**src/rtl/fetch_sequencer_if.sv**
```systemverilog
// Bus between the fetch sequencer and the decode/execute/IR side.
// The sequencer owns the master modport; the consumers own the slave modport.
interface fetch_sequencer_if #(
    parameter int unsigned ADDRESS_WIDTH = 3,
    parameter int unsigned CNT_WIDTH     = 8
);
    // feedback from the decode/execute stages
    logic                     halt;
    logic                     branch_taken;
    logic [ADDRESS_WIDTH-1:0] branch_target;
    logic                     stall;
    logic                     step;

    // sequencer outputs
    logic [ADDRESS_WIDTH-1:0] pc;
    logic                     ir_write;
    logic                     decode_en;
    logic                     exec_en;
    logic                     halted;
    logic [CNT_WIDTH-1:0]     retire_cnt;

    modport master (
        input  halt,
        input  branch_taken,
        input  branch_target,
        input  stall,
        input  step,
        output pc,
        output ir_write,
        output decode_en,
        output exec_en,
        output halted,
        output retire_cnt
    );

    modport slave (
        output halt,
        output branch_taken,
        output branch_target,
        output stall,
        output step,
        input  pc,
        input  ir_write,
        input  decode_en,
        input  exec_en,
        input  halted,
        input  retire_cnt
    );
endinterface

```
**src/rtl/fetch_sequencer.sv**
```systemverilog
// Instruction fetch sequencer: holds the PC and walks every instruction
// through FETCH -> DECODE -> EXECUTE, with halt and branch feedback.
// Optional single-step mode: define FETCH_SEQ_SINGLE_STEP_EN to park in
// STEP_WAIT after each EXECUTE until a step pulse arrives.
module fetch_sequencer #(
    parameter int unsigned ADDRESS_WIDTH = 3,
    parameter int unsigned CNT_WIDTH     = 8
) (
    input  logic               clk,
    input  logic               rst_n,
    fetch_sequencer_if.master  bus
);

    localparam int unsigned AW = ADDRESS_WIDTH;
    localparam int unsigned CW = CNT_WIDTH;

    typedef enum logic [2:0] {
        S_BOOT      = 3'd0,
        S_FETCH     = 3'd1,
        S_DECODE    = 3'd2,
        S_EXECUTE   = 3'd3,
        S_HALTED    = 3'd4
`ifdef FETCH_SEQ_SINGLE_STEP_EN
        ,
        S_STEP_WAIT = 3'd5
`endif
    } state_e;

    state_e          state_q, state_d;
    logic [AW-1:0]   pc_q, pc_d;
    logic [CW-1:0]   retire_cnt_q, retire_cnt_d;
    logic            ir_write_q, ir_write_d;
    logic            decode_en_q, decode_en_d;
    logic            exec_en_q, exec_en_d;
    logic            halted_q, halted_d;

    // Branch targets are forced even; bit 0 is deliberately dropped.
    logic [AW-1:0]   branch_pc_c;
    logic            unused_c;

    assign branch_pc_c = {bus.branch_target[AW-1:1], 1'b0};
    assign unused_c    = ^{bus.step, bus.branch_target[0]};

    // State, PC, counter and registered strobes
    always_ff @(posedge clk) begin
        if (!rst_n) begin
            state_q      <= S_BOOT;
            pc_q         <= '0;
            retire_cnt_q <= '0;
            ir_write_q   <= 1'b0;
            decode_en_q  <= 1'b0;
            exec_en_q    <= 1'b0;
            halted_q     <= 1'b0;
        end else begin
            state_q      <= state_d;
            pc_q         <= pc_d;
            retire_cnt_q <= retire_cnt_d;
            ir_write_q   <= ir_write_d;
            decode_en_q  <= decode_en_d;
            exec_en_q    <= exec_en_d;
            halted_q     <= halted_d;
        end
    end

    // Next state, PC advance and retirement on EXECUTE exit
    always_comb begin
        state_d      = state_q;
        pc_d         = pc_q;
        retire_cnt_d = retire_cnt_q;
        unique case (state_q)
            S_BOOT:   state_d = S_FETCH;
            S_FETCH:  state_d = S_DECODE;
            S_DECODE: state_d = bus.halt ? S_HALTED : S_EXECUTE;
            S_EXECUTE: begin
                if (!bus.stall) begin
                    pc_d         = bus.branch_taken ? branch_pc_c : pc_q + AW'(2);
                    retire_cnt_d = retire_cnt_q + CW'(1);
`ifdef FETCH_SEQ_SINGLE_STEP_EN
                    state_d      = S_STEP_WAIT;
`else
                    state_d      = S_FETCH;
`endif
                end
            end
            S_HALTED: state_d = S_HALTED;
`ifdef FETCH_SEQ_SINGLE_STEP_EN
            S_STEP_WAIT: begin
                if (bus.step) begin
                    state_d = S_FETCH;
                end
            end
`endif
            default:  state_d = S_BOOT;
        endcase
    end

    // Strobes decoded from the next state so the registered copies track state_q
    always_comb begin
        ir_write_d  = 1'b0;
        decode_en_d = 1'b0;
        exec_en_d   = 1'b0;
        halted_d    = 1'b0;
        unique case (state_d)
            S_FETCH:   ir_write_d  = 1'b1;
            S_DECODE:  decode_en_d = 1'b1;
            S_EXECUTE: exec_en_d   = 1'b1;
            S_HALTED:  halted_d    = 1'b1;
            default:   ;
        endcase
    end

    assign bus.pc         = pc_q;
    assign bus.retire_cnt = retire_cnt_q;
    assign bus.ir_write   = ir_write_q;
    assign bus.decode_en  = decode_en_q;
    assign bus.exec_en    = exec_en_q;
    assign bus.halted     = halted_q;

endmodule

```
**src/flat_wrapper.sv**
```systemverilog
// flat-port wrapper written by rule: the top's interface ports become plain ports
module fetch_sequencer_flat 
#(
    parameter int unsigned ADDRESS_WIDTH = 3,
    parameter int unsigned CNT_WIDTH     = 8
)
  (clk, rst_n, bus_halt, bus_branch_taken, bus_branch_target, bus_stall, bus_step, bus_pc, bus_ir_write, bus_decode_en, bus_exec_en, bus_halted, bus_retire_cnt);
  fetch_sequencer_if #(.ADDRESS_WIDTH(ADDRESS_WIDTH), .CNT_WIDTH(CNT_WIDTH)) bus_i ();
  input  logic clk;
  input  logic rst_n;
  input wire logic [$bits(bus_i.halt)-1:0] bus_halt;
  input wire logic [$bits(bus_i.branch_taken)-1:0] bus_branch_taken;
  input wire logic [$bits(bus_i.branch_target)-1:0] bus_branch_target;
  input wire logic [$bits(bus_i.stall)-1:0] bus_stall;
  input wire logic [$bits(bus_i.step)-1:0] bus_step;
  output wire logic [$bits(bus_i.pc)-1:0] bus_pc;
  output wire logic [$bits(bus_i.ir_write)-1:0] bus_ir_write;
  output wire logic [$bits(bus_i.decode_en)-1:0] bus_decode_en;
  output wire logic [$bits(bus_i.exec_en)-1:0] bus_exec_en;
  output wire logic [$bits(bus_i.halted)-1:0] bus_halted;
  output wire logic [$bits(bus_i.retire_cnt)-1:0] bus_retire_cnt;
  assign bus_i.halt = bus_halt;
  assign bus_i.branch_taken = bus_branch_taken;
  assign bus_i.branch_target = bus_branch_target;
  assign bus_i.stall = bus_stall;
  assign bus_i.step = bus_step;
  assign bus_pc = bus_i.pc;
  assign bus_ir_write = bus_i.ir_write;
  assign bus_decode_en = bus_i.decode_en;
  assign bus_exec_en = bus_i.exec_en;
  assign bus_halted = bus_i.halted;
  assign bus_retire_cnt = bus_i.retire_cnt;
  fetch_sequencer #(.ADDRESS_WIDTH(ADDRESS_WIDTH), .CNT_WIDTH(CNT_WIDTH)) u_core (.clk(clk), .rst_n(rst_n), .bus(bus_i));
endmodule
```
**config.mk**
```make
export PLATFORM = sky130hd
export DESIGN_NAME = fetch_sequencer_flat
export DESIGN_NICKNAME = d
export VERILOG_FILES = /design/src/rtl/fetch_sequencer_if.sv /design/src/rtl/fetch_sequencer.sv /design/src/flat_wrapper.sv
export SDC_FILE = /design/constraint.sdc
export NUM_CORES = 1
export LEC_CHECK = 0
export CAP_MARGIN = 20
export CORE_MARGIN = 1.5
export CORE_UTILIZATION = 40
export DETAILED_ROUTE_END_ITERATION = 12
export PLACE_DENSITY = 0.7
export REMOVE_ABC_BUFFERS = 1
export SLEW_MARGIN = 20
export SYNTH_ARGS = -nofsm -noshare
export SYNTH_HDL_FRONTEND = slang
export SYNTH_SLANG_ARGS = --single-unit
```
**constraint.sdc**
```tcl
create_clock -name clk -period 2.5 [get_ports clk]
set_input_delay 0.375 -clock clk [delete_from_list [all_inputs] [get_ports clk]]
set_output_delay 0.375 -clock clk [all_outputs]
set_load 0.05 [all_outputs]
```
* After elaboration in Yosys (flattened, before gate mapping)
Cells that the tools add are included.
** Cells by class
- Bitwise operators :: 1
- Equality and inequality tests :: 8
- Add/sub/neg operators :: 2
- Reductions and logical operators :: 2
- Muxes and demuxes :: 8
** Operators with widths (count)
- $pmux 3 s5 :: 1
- $eq 3x2->1 const B :: 4
- $mux 3 :: 3
- $add 8x1->8 const B :: 1
- $eq 3x1->1 const B :: 2
- $eq 3x3->1 const B :: 2
- $mux 1 :: 4
- $add 3x2->3 const B :: 1
- $logic_not 3->1 :: 1
- $reduce_and 2->1 :: 1
- $not 1->1 :: 1
** Word-level totals
- Register bits :: 18
- Logic and storage cells :: 28
- Input port bits :: 9
- Output and inout bits :: 15

* Depth between registers and ports, before layout
Gate-level depths: netlist of run 1.
- Depth in word-level cells :: 4
- Depth in mapped cells :: 6

* Least setup slack after synthesis of run 1
No wires, ideal clock.
- Path type :: register to register
- From :: reg u_core.retire_cnt_q[0], in the netlist u_core.bus.retire_cnt[0]
- To :: reg u_core.retire_cnt_q[6], in the netlist u_core.bus.retire_cnt[6]
- Slack :: 0.868 ns
- Period minus slack after synthesis :: 1.632 ns
- Data arrival time :: 1.560 ns
- Stages on the path, launching flop included :: 5
- Data required time :: 2.428 ns
- Path through :: dfxtp_1 ha_1 nand3_1 or4_1 a21oi_1
** On the way
- Cells in the longest elaborated chain, start to end :: 1
** Ends and longest elaborated chain
- start: declaration :: RTL line fetch_sequencer.sv:31 : logic [CW-1:0] retire_cnt_q, retire_cnt_d;
- start signal: assignment :: RTL line fetch_sequencer.sv:57 : retire_cnt_q <= retire_cnt_d;
- $add 8x1->8 :: RTL line fetch_sequencer.sv:77 : retire_cnt_d = retire_cnt_q + CW'(1);
No other way between the ends.
A chain may end at the register's enable or synchronous reset.

* Final worst setup path of run 1
- From :: reg u_core.retire_cnt_q[2], in the netlist u_core.bus.retire_cnt[2]
- To :: out bus_retire_cnt[2]
** RTL lines
- end: declaration :: RTL line flat_wrapper.sv:21 : output wire logic [$bits(bus_i.retire_cnt)-1:0] bus_retire_cnt;
No word-level cell between the ends.

==> results of run 1 <==
==> kinds of logic (layout without fill, tap and decap cells) <==
kind of cell / after synthesis / count (layout) / share of synthesized area (%)
other: 1 / 1 / 0.510
buffers and inverters: 8 / 29 / 6.29
and+or+nand+nor: 30 / 30 / 23.3
AOI/OAI and AO/OA: 21 / 21 / 16.5
xor gates and xnor gates: 1 / 1 / 1.19
DFF: 17 / 17 / 46.3
muxes: 3 / 3 / 4.25
adders and majority gates: 1 / 1 / 1.70
==> final cells by class <==
cell class | count | share of cell area (%)
multi-input combinational | 57 | 36.0
sequential | 17 | 35.1
timing repair buffer | 21 | 21.4
tap | 25 | 3.23
clock buffer | 4 | 2.71
inverter | 4 | 1.55
==> stage by stage <==
| step | hold WS, ns | instance area (sq um) | setup WS (ns) | std cells |
|---|---|---|---|---|
| detailed placement | 0.460 | 943 | 0.463 | 124 |
| CTS | 0.474 | 970 | 0.579 | 128 |
| finish | 0.472 | 970 | 0.586 | 128 |
| global route | 0.520 | 970 | 0.521 | 128 |
| global placement | 0.454 | 943 | 0.494 | 124 |
| floorplan | 0.475 | 704 | 0.868 | 78 |
==> worst register-to-register path, delay by kind of cell (launching register included) <==
family | cells | cell delay [ns]
buffers and inverters | 1 | 0.26
AND/OR/NAND/NOR | 2 | 0.63
flip-flops | 1 | 0.52
AO/OA/AOI/OAI | 1 | 0.15
==> worst max path at each step <==
stage	from	slack [ns]	to
CTS	u_core.bus.retire_cnt[2]$_SDFFE_PN0P_	0.58	bus_retire_cnt[2]
finish	u_core.bus.retire_cnt[2]$_SDFFE_PN0P_	0.59	bus_retire_cnt[2]
detailed placement	bus_stall	0.46	u_core.bus.retire_cnt[3]$_SDFFE_PN0P_
floorplan	u_core.bus.retire_cnt[0]$_SDFFE_PN0P_	0.87	u_core.bus.retire_cnt[6]$_SDFFE_PN0P_
global placement	bus_stall	0.49	u_core.bus.retire_cnt[3]$_SDFFE_PN0P_
global route	u_core.bus.retire_cnt[0]$_SDFFE_PN0P_	0.52	bus_retire_cnt[0]
==> sequential cells by signal, indices dropped and copies added, names as in the netlist <==
name,count
u_core.bus.ir_write,1
u_core.bus.retire_cnt,8
u_core.bus.pc,2
u_core.bus.halted,1
u_core.bus.exec_en,1
u_core.bus.decode_en,1
u_core.state_q,3
==> power groups by stage <==
stage	combinational, mW	sequential (mW)	clock [mW]
final	0.0794	0.293	0.148
after CTS	0.0803	0.293	0.155
after global routing	0.0856	0.295	0.170
after floorplan	0.0283	0.318	0
after detailed placement	0.0799	0.299	0
after global placement	0.0784	0.298	0
==> layer usage <==
layer	vias to the layer above	track usage, %
met5	-	0
met2	19	24.4
li1	332	-
met3	2	7.94
met1	305	20.0
met4	0	3.43
==> cell usage in the layout, fill, tap and decap left out, drive strengths merged <==
| master | count |
|---|---|
| clkdlybuf4s50 | 20 |
| dfxtp | 17 |
| a21oi | 9 |
| o21ai | 6 |
| nor2 | 5 |
| nand2 | 5 |
| or3 | 4 |
| nor3 | 4 |
| clkbuf | 4 |
| inv | 3 |
| nand3 | 3 |
| nand2b | 2 |
| o31ai | 2 |
| or4 | 2 |
| mux2i | 2 |
| clkinv | 1 |
| nand4bb | 1 |
| xor2 | 1 |
| nor2b | 1 |
| a31oi | 1 |
| nor4 | 1 |
| mux2 | 1 |
| o21a | 1 |
| or3b | 1 |
| a21o | 1 |
| and3b | 1 |
| o211a | 1 |
| ha | 1 |
| conb | 1 |
| buf | 1 |
==> impl_metrics.py, run 1 <==
metrics = {
    "run_status": {
        "outcome": "complete, no violations",
    },
    "floorplanning": {
        "die_area_sq_um": 2110,
        "die_y_um": 45.9,
        "start_util_pct": 42.6,
        "die_w_um": 45.9,
        "core-area_sq_um": 1730,
        "rows": 15,
        "io_pins": 24,
    },
    "routing": {
        "routedWlPerCell_um": 11.2,
        "postRouteAntennaNets": 0,
        "drt_first_pass_iters": 4,
        "wl_met3_um": 91,
        "routed-wl-met2_um": 690,
        "wl_met1_um": 646,
        "highest_layer": "met4",
        "wirelength_um": 1440,
        "vias": 658,
        "first_iter_violations": 9,
        "drt_drc_violations_left": 0,
        "via_per_inst": 5.14,
    },
    "pwr": {
        "p_int_mw": 0.375,
        "power.density_nw_per_um2": 537,
        "power_mw": 0.521,
        "swShare_pct": 28.0,
        "pwr-share-clk_pct": 28.4,
        "peakVddDrop_mv": 0.332,
        "p_switching_mw": 0.146,
        "pwr-share-comb_pct": 15.3,
        "pwr-share-seq_pct": 56.3,
        "p_leak_nw": 0.344,
    },
    "clocking": {
        "cts_root_buf": "clkbuf_4",
        "clock-sinks": 17,
        "post-cts-setup-buffers": 0,
        "cts_tree": "done",
        "cts-buffers-inserted": 3,
        "insertion_delay_ns": 0.29,
        "path_clk_slew_ns": 0.10,
        "cts_resized": 0,
        "hold_buffers": 0,
        "htreeDepth": 1,
        "ctsLongestPathBuffers": 2,
    },
    "finish": {
        "ff_latch_area_sq_um": 340,
        "final_nets": 114,
        "multi_input_area_sq_um": 349,
        "antenna_cells": 0,
        "drive_gt1_share_pct": 6.80,
        "fillers": 173,
        "final_util_pct": 56.2,
        "syn_to_final_growth_pct": 31.8,
    },
    "global_routing": {
        "gr-total-overflow": 0,
        "gr-usage-all-layers_pct": 15.9,
        "antenna_found_initial": 0,
        "grt_pass1_vias": 550,
        "grt_first_pass_wirelength_um": 2400,
        "grt_max_degree": 11,
    },
    "place": {
        "gp_congestion": 0.759,
        "portBuffers": 20,
        "hpwl_um": 1050,
    },
    "timing": {
        "fmax_mhz": 522,
        "setup_viol": 0,
        "drv_slew": 0,
        "tns_ns": 0,
        "period_needed_ns": 1.91,
        "hold_violations": 0,
        "grt_setup_unrepaired": "no",
        "period_share_pct": 76.6,
        "worstMarginPinSlew_ns": 0.512,
        "finalClockSkew_ns": 0.00239,
        "relSlewSlack_pct": 65.8,
    },
    "worst_setup_path": {
        "start_kind": "register",
        "worstPathArrival_ns": 1.54,
        "path_max_fanout": 6,
        "critical_path.top_delay_family": "buffers and inverters",
        "critPathMaxStageDelay_ns": 0.83,
        "path_cells": "clkdlybuf4s50_1",
        "rrSetupSlack_ns": 0.88,
        "ff2ff_path_depth": 4,
        "path_class": "register to output port",
        "r2r-start": "u_core.state_q[0]$_SDFF_PN0_",
        "r2r-end": "u_core.bus.retire_cnt[3]$_SDFFE_PN0P_",
        "cp_num_cells": 1,
        "cpMaxStageDelayCell": "clkdlybuf4s50_1",
        "path_buf_inv": 1,
        "cp.required_ns": 2.12,
        "crit_path_end_kind": "output port",
    },
    "flow_run": {
        "drv_cap": 0,
    },
    "yosys": {
        "syn_inst": 82,
        "synth_top_cell_by_area": "dfxtp_1",
        "synth-warning-count": 0,
        "synth_area_sq_um": 736,
        "seq_area_frac_synth_pct": 46.3,
        "async_flop_share_pct": 0,
        "synth-edff-count": 0,
        "synth_most_common_cell": "dfxtp_1",
        "yosys_most_used_dff": "dfxtp_1",
        "synth.distinct_cells": 30,
        "ys_top_cells_by_count": "17 x dfxtp_1, 9 x a21oi_1, 6 x o21ai_0",
        "synth_top_area_share_pct": 46.3,
        "syn_area_per_cell_sq_um": 8.97,
        "ys_top_cells_by_area": "dfxtp_1 46%, a21oi_1 6.1%, o21ai_0 4.1%",
        "ys_seq_elements": 17,
    },
    "worst_hold_path": {
        "min_from": "u_core.bus.retire_cnt[7]$_SDFFE_PN0P_",
        "hold_path_end": "u_core.bus.retire_cnt[7]$_SDFFE_PN0P_",
        "hp-class": "register to register",
        "whs_path_depth": 2,
    },
}
Power figures use the tool's default switching activity.
==> run 2, diff against run 1 <==
==> constraint.sdc (replaced) <==
create_clock -name clk -period 1.8 [get_ports clk]
set_input_delay 0.27 -clock clk [delete_from_list [all_inputs] [get_ports clk]]
set_output_delay 0.27 -clock clk [all_outputs]
set_load 0.05 [all_outputs]
==> run 2 against run 1 <==
  * Flip-flop and latch count unchanged
  * Worst hold slack better by 0.0034 ns
  * Critical path type unchanged
  * Setup slack lost 0.54 ns
  * Sequential power up 39%
  * Largest cell class unchanged
  * Count of clock-buffer cells in the layout unchanged
  * Design area is 0.77% higher
  * Clock skew grew 0.0030 ns
  * Critical path depth unchanged
==> impl_metrics.py, run 2 (synthesized netlist as in run 1, its figures left out) <==
metrics = {
    "run_status": {
        "outcome": "complete, no violations",
    },
    "timing": {
        "fin_hold_ws_ns": 0.475,
        "tns_ns": 0,
        "drv_slew": 0,
        "worstMarginPinSlew_ns": 0.502,
        "hold_violations": 0,
        "fmax_mhz": 571,
        "relSlewSlack_pct": 66.5,
        "period_share_pct": 97.3,
        "setup_viol": 0,
        "grt_setup_unrepaired": "no",
        "period_needed_ns": 1.75,
        "worst_slack_ns": 0.0489,
        "finalClockSkew_ns": 0.00540,
    },
    "finish": {
        "syn_to_final_growth_pct": 32.8,
        "fillers": 162,
        "layout_commonest_cell": "dfxtp_1",
        "post-route-cell-area_sq_um": 977,
        "final_cell_mix": "17 x dfxtp_1, 14 x clkdlybuf4s50_1, 9 x a21oi_1",
        "antenna_cells": 0,
        "final_nets": 115,
        "largest_register_ffs": 8,
        "drive_gt1_share_pct": 10.6,
    },
    "worst_setup_path": {
        "worstPathArrival_ns": 1.48,
        "critPathMaxStageDelay_ns": 0.82,
        "r2r-start": "u_core.state_q[0]$_SDFF_PN0_",
        "ff2ff_path_depth": 4,
        "rrSetupSlack_ns": 0.33,
        "path_cells": "clkdlybuf4s50_1",
        "cpMaxStageDelayCell": "clkdlybuf4s50_1",
        "cp_num_cells": 1,
        "cp.required_ns": 1.53,
        "path_max_fanout": 4,
        "endpoint": "bus_retire_cnt[6]",
        "crit_path_end_kind": "output port",
        "critical_path.top_delay_family": "buffers and inverters",
        "critPathLaunch": "u_core.bus.retire_cnt[6]$_SDFFE_PN0P_",
        "r2r-end": "u_core.bus.retire_cnt[3]$_SDFFE_PN0P_",
        "path_buf_inv": 1,
        "path_class": "register to output port",
        "start_kind": "register",
    },
    "place": {
        "gp_congestion": 0.744,
        "hpwl_um": 1040,
        "dp_slack_ns": -0.0186,
        "dpl_cell_area_sq_um": 943,
        "portBuffers": 20,
    },
    "routing": {
        "via_per_inst": 5.10,
        "drt_drc_violations_left": 0,
        "drt_first_pass_iters": 4,
        "vias": 658,
        "wirelength_um": 1400,
        "postRouteAntennaNets": 0,
        "first_iter_violations": 8,
        "routedWlPerCell_um": 10.8,
    },
    "pwr": {
        "power_mw": 0.714,
        "power.density_nw_per_um2": 730,
        "peakVddDrop_mv": 0.484,
        "p_leak_nw": 0.411,
    },
    "global_routing": {
        "gr-usage-all-layers_pct": 15.0,
        "grt_max_degree": 14,
        "grt_first_pass_wirelength_um": 2270,
        "grt_pass1_vias": 548,
        "antenna_found_initial": 0,
        "gr-total-overflow": 0,
    },
    "clocking": {
        "htreeDepth": 1,
        "ctsLongestPathBuffers": 2,
        "post-cts-setup-buffers": 0,
        "insertion_delay_ns": 0.29,
        "cts_root_buf": "clkbuf_4",
        "cts-buffers-inserted": 3,
        "cts_tree": "done",
        "clock-sinks": 17,
        "hold_buffers": 0,
        "path_clk_slew_ns": 0.09,
    },
    "floorplanning": {
        "rows": 15,
        "die_area_sq_um": 2110,
        "die_w_um": 45.9,
        "start_util_pct": 42.6,
        "io_pins": 24,
        "core-area_sq_um": 1730,
        "die_y_um": 45.9,
    },
    "worst_hold_path": {
        "hp-class": "register to register",
        "whs_path_depth": 2,
    },
    "flow_run": {
        "drv_cap": 0,
    },
}
[run 2: how the worst min path moves through the flow]
stage                                                from                                    end  slack [ns]
floorplan                                        bus_halt           u_core.state_q[0]$_SDFF_PN0_        0.37
global placement    u_core.bus.retire_cnt[7]$_SDFFE_PN0P_  u_core.bus.retire_cnt[7]$_SDFFE_PN0P_        0.45
detailed placement  u_core.bus.retire_cnt[7]$_SDFFE_PN0P_  u_core.bus.retire_cnt[7]$_SDFFE_PN0P_        0.47
CTS                 u_core.bus.retire_cnt[7]$_SDFFE_PN0P_  u_core.bus.retire_cnt[7]$_SDFFE_PN0P_        0.48
global route        u_core.bus.retire_cnt[7]$_SDFFE_PN0P_  u_core.bus.retire_cnt[7]$_SDFFE_PN0P_        0.50
finish              u_core.bus.retire_cnt[7]$_SDFFE_PN0P_  u_core.bus.retire_cnt[7]$_SDFFE_PN0P_        0.47
[run 2: report_power, final]
part	leakage (nW)	switching [mW]	internal, mW
Combinational	0.258	0.0668	0.0430
Clock	0.0150	0.112	0.0861
Sequential	0.138	0.0149	0.391
[run 2: stage by stage]
stage	utilization [%]	std cells
2_1_floorplan	-	78
3_3_place_gp	54.6	125
3_5_place_dp	54.6	125
4_1_cts	56.2	129
5_1_grt	56.6	129
6_report	56.6	129
[run 2: layout make-up]
class | count | area [sq um] | share of cell area [%]
timing repair buffer | 22 | 215 | 22.0
tap | 25 | 31.3 | 3.20
inverter | 4 | 15.0 | 1.54
multi-input combinational | 57 | 349 | 35.7
sequential | 17 | 340 | 34.8
clock buffer | 4 | 26.3 | 2.69
[run 2: timing repair]
| item | in CTS | in global routing |
|---|---|---|
| gates resized for setup | 0 | 3 |
| hold endpoints to repair | 0 | 0 |
| endpoints found under the setup margin | 0 | 3 |
[run 2: metal layers]
layer  vias to the layer above  wire length [um]  track usage, %
li1                        334                 -               -
met1                       302               667            20.2
met2                        20               623            21.7
met3                         2                86            5.95
met4                         0                17            5.14
met5                         -                 0               0
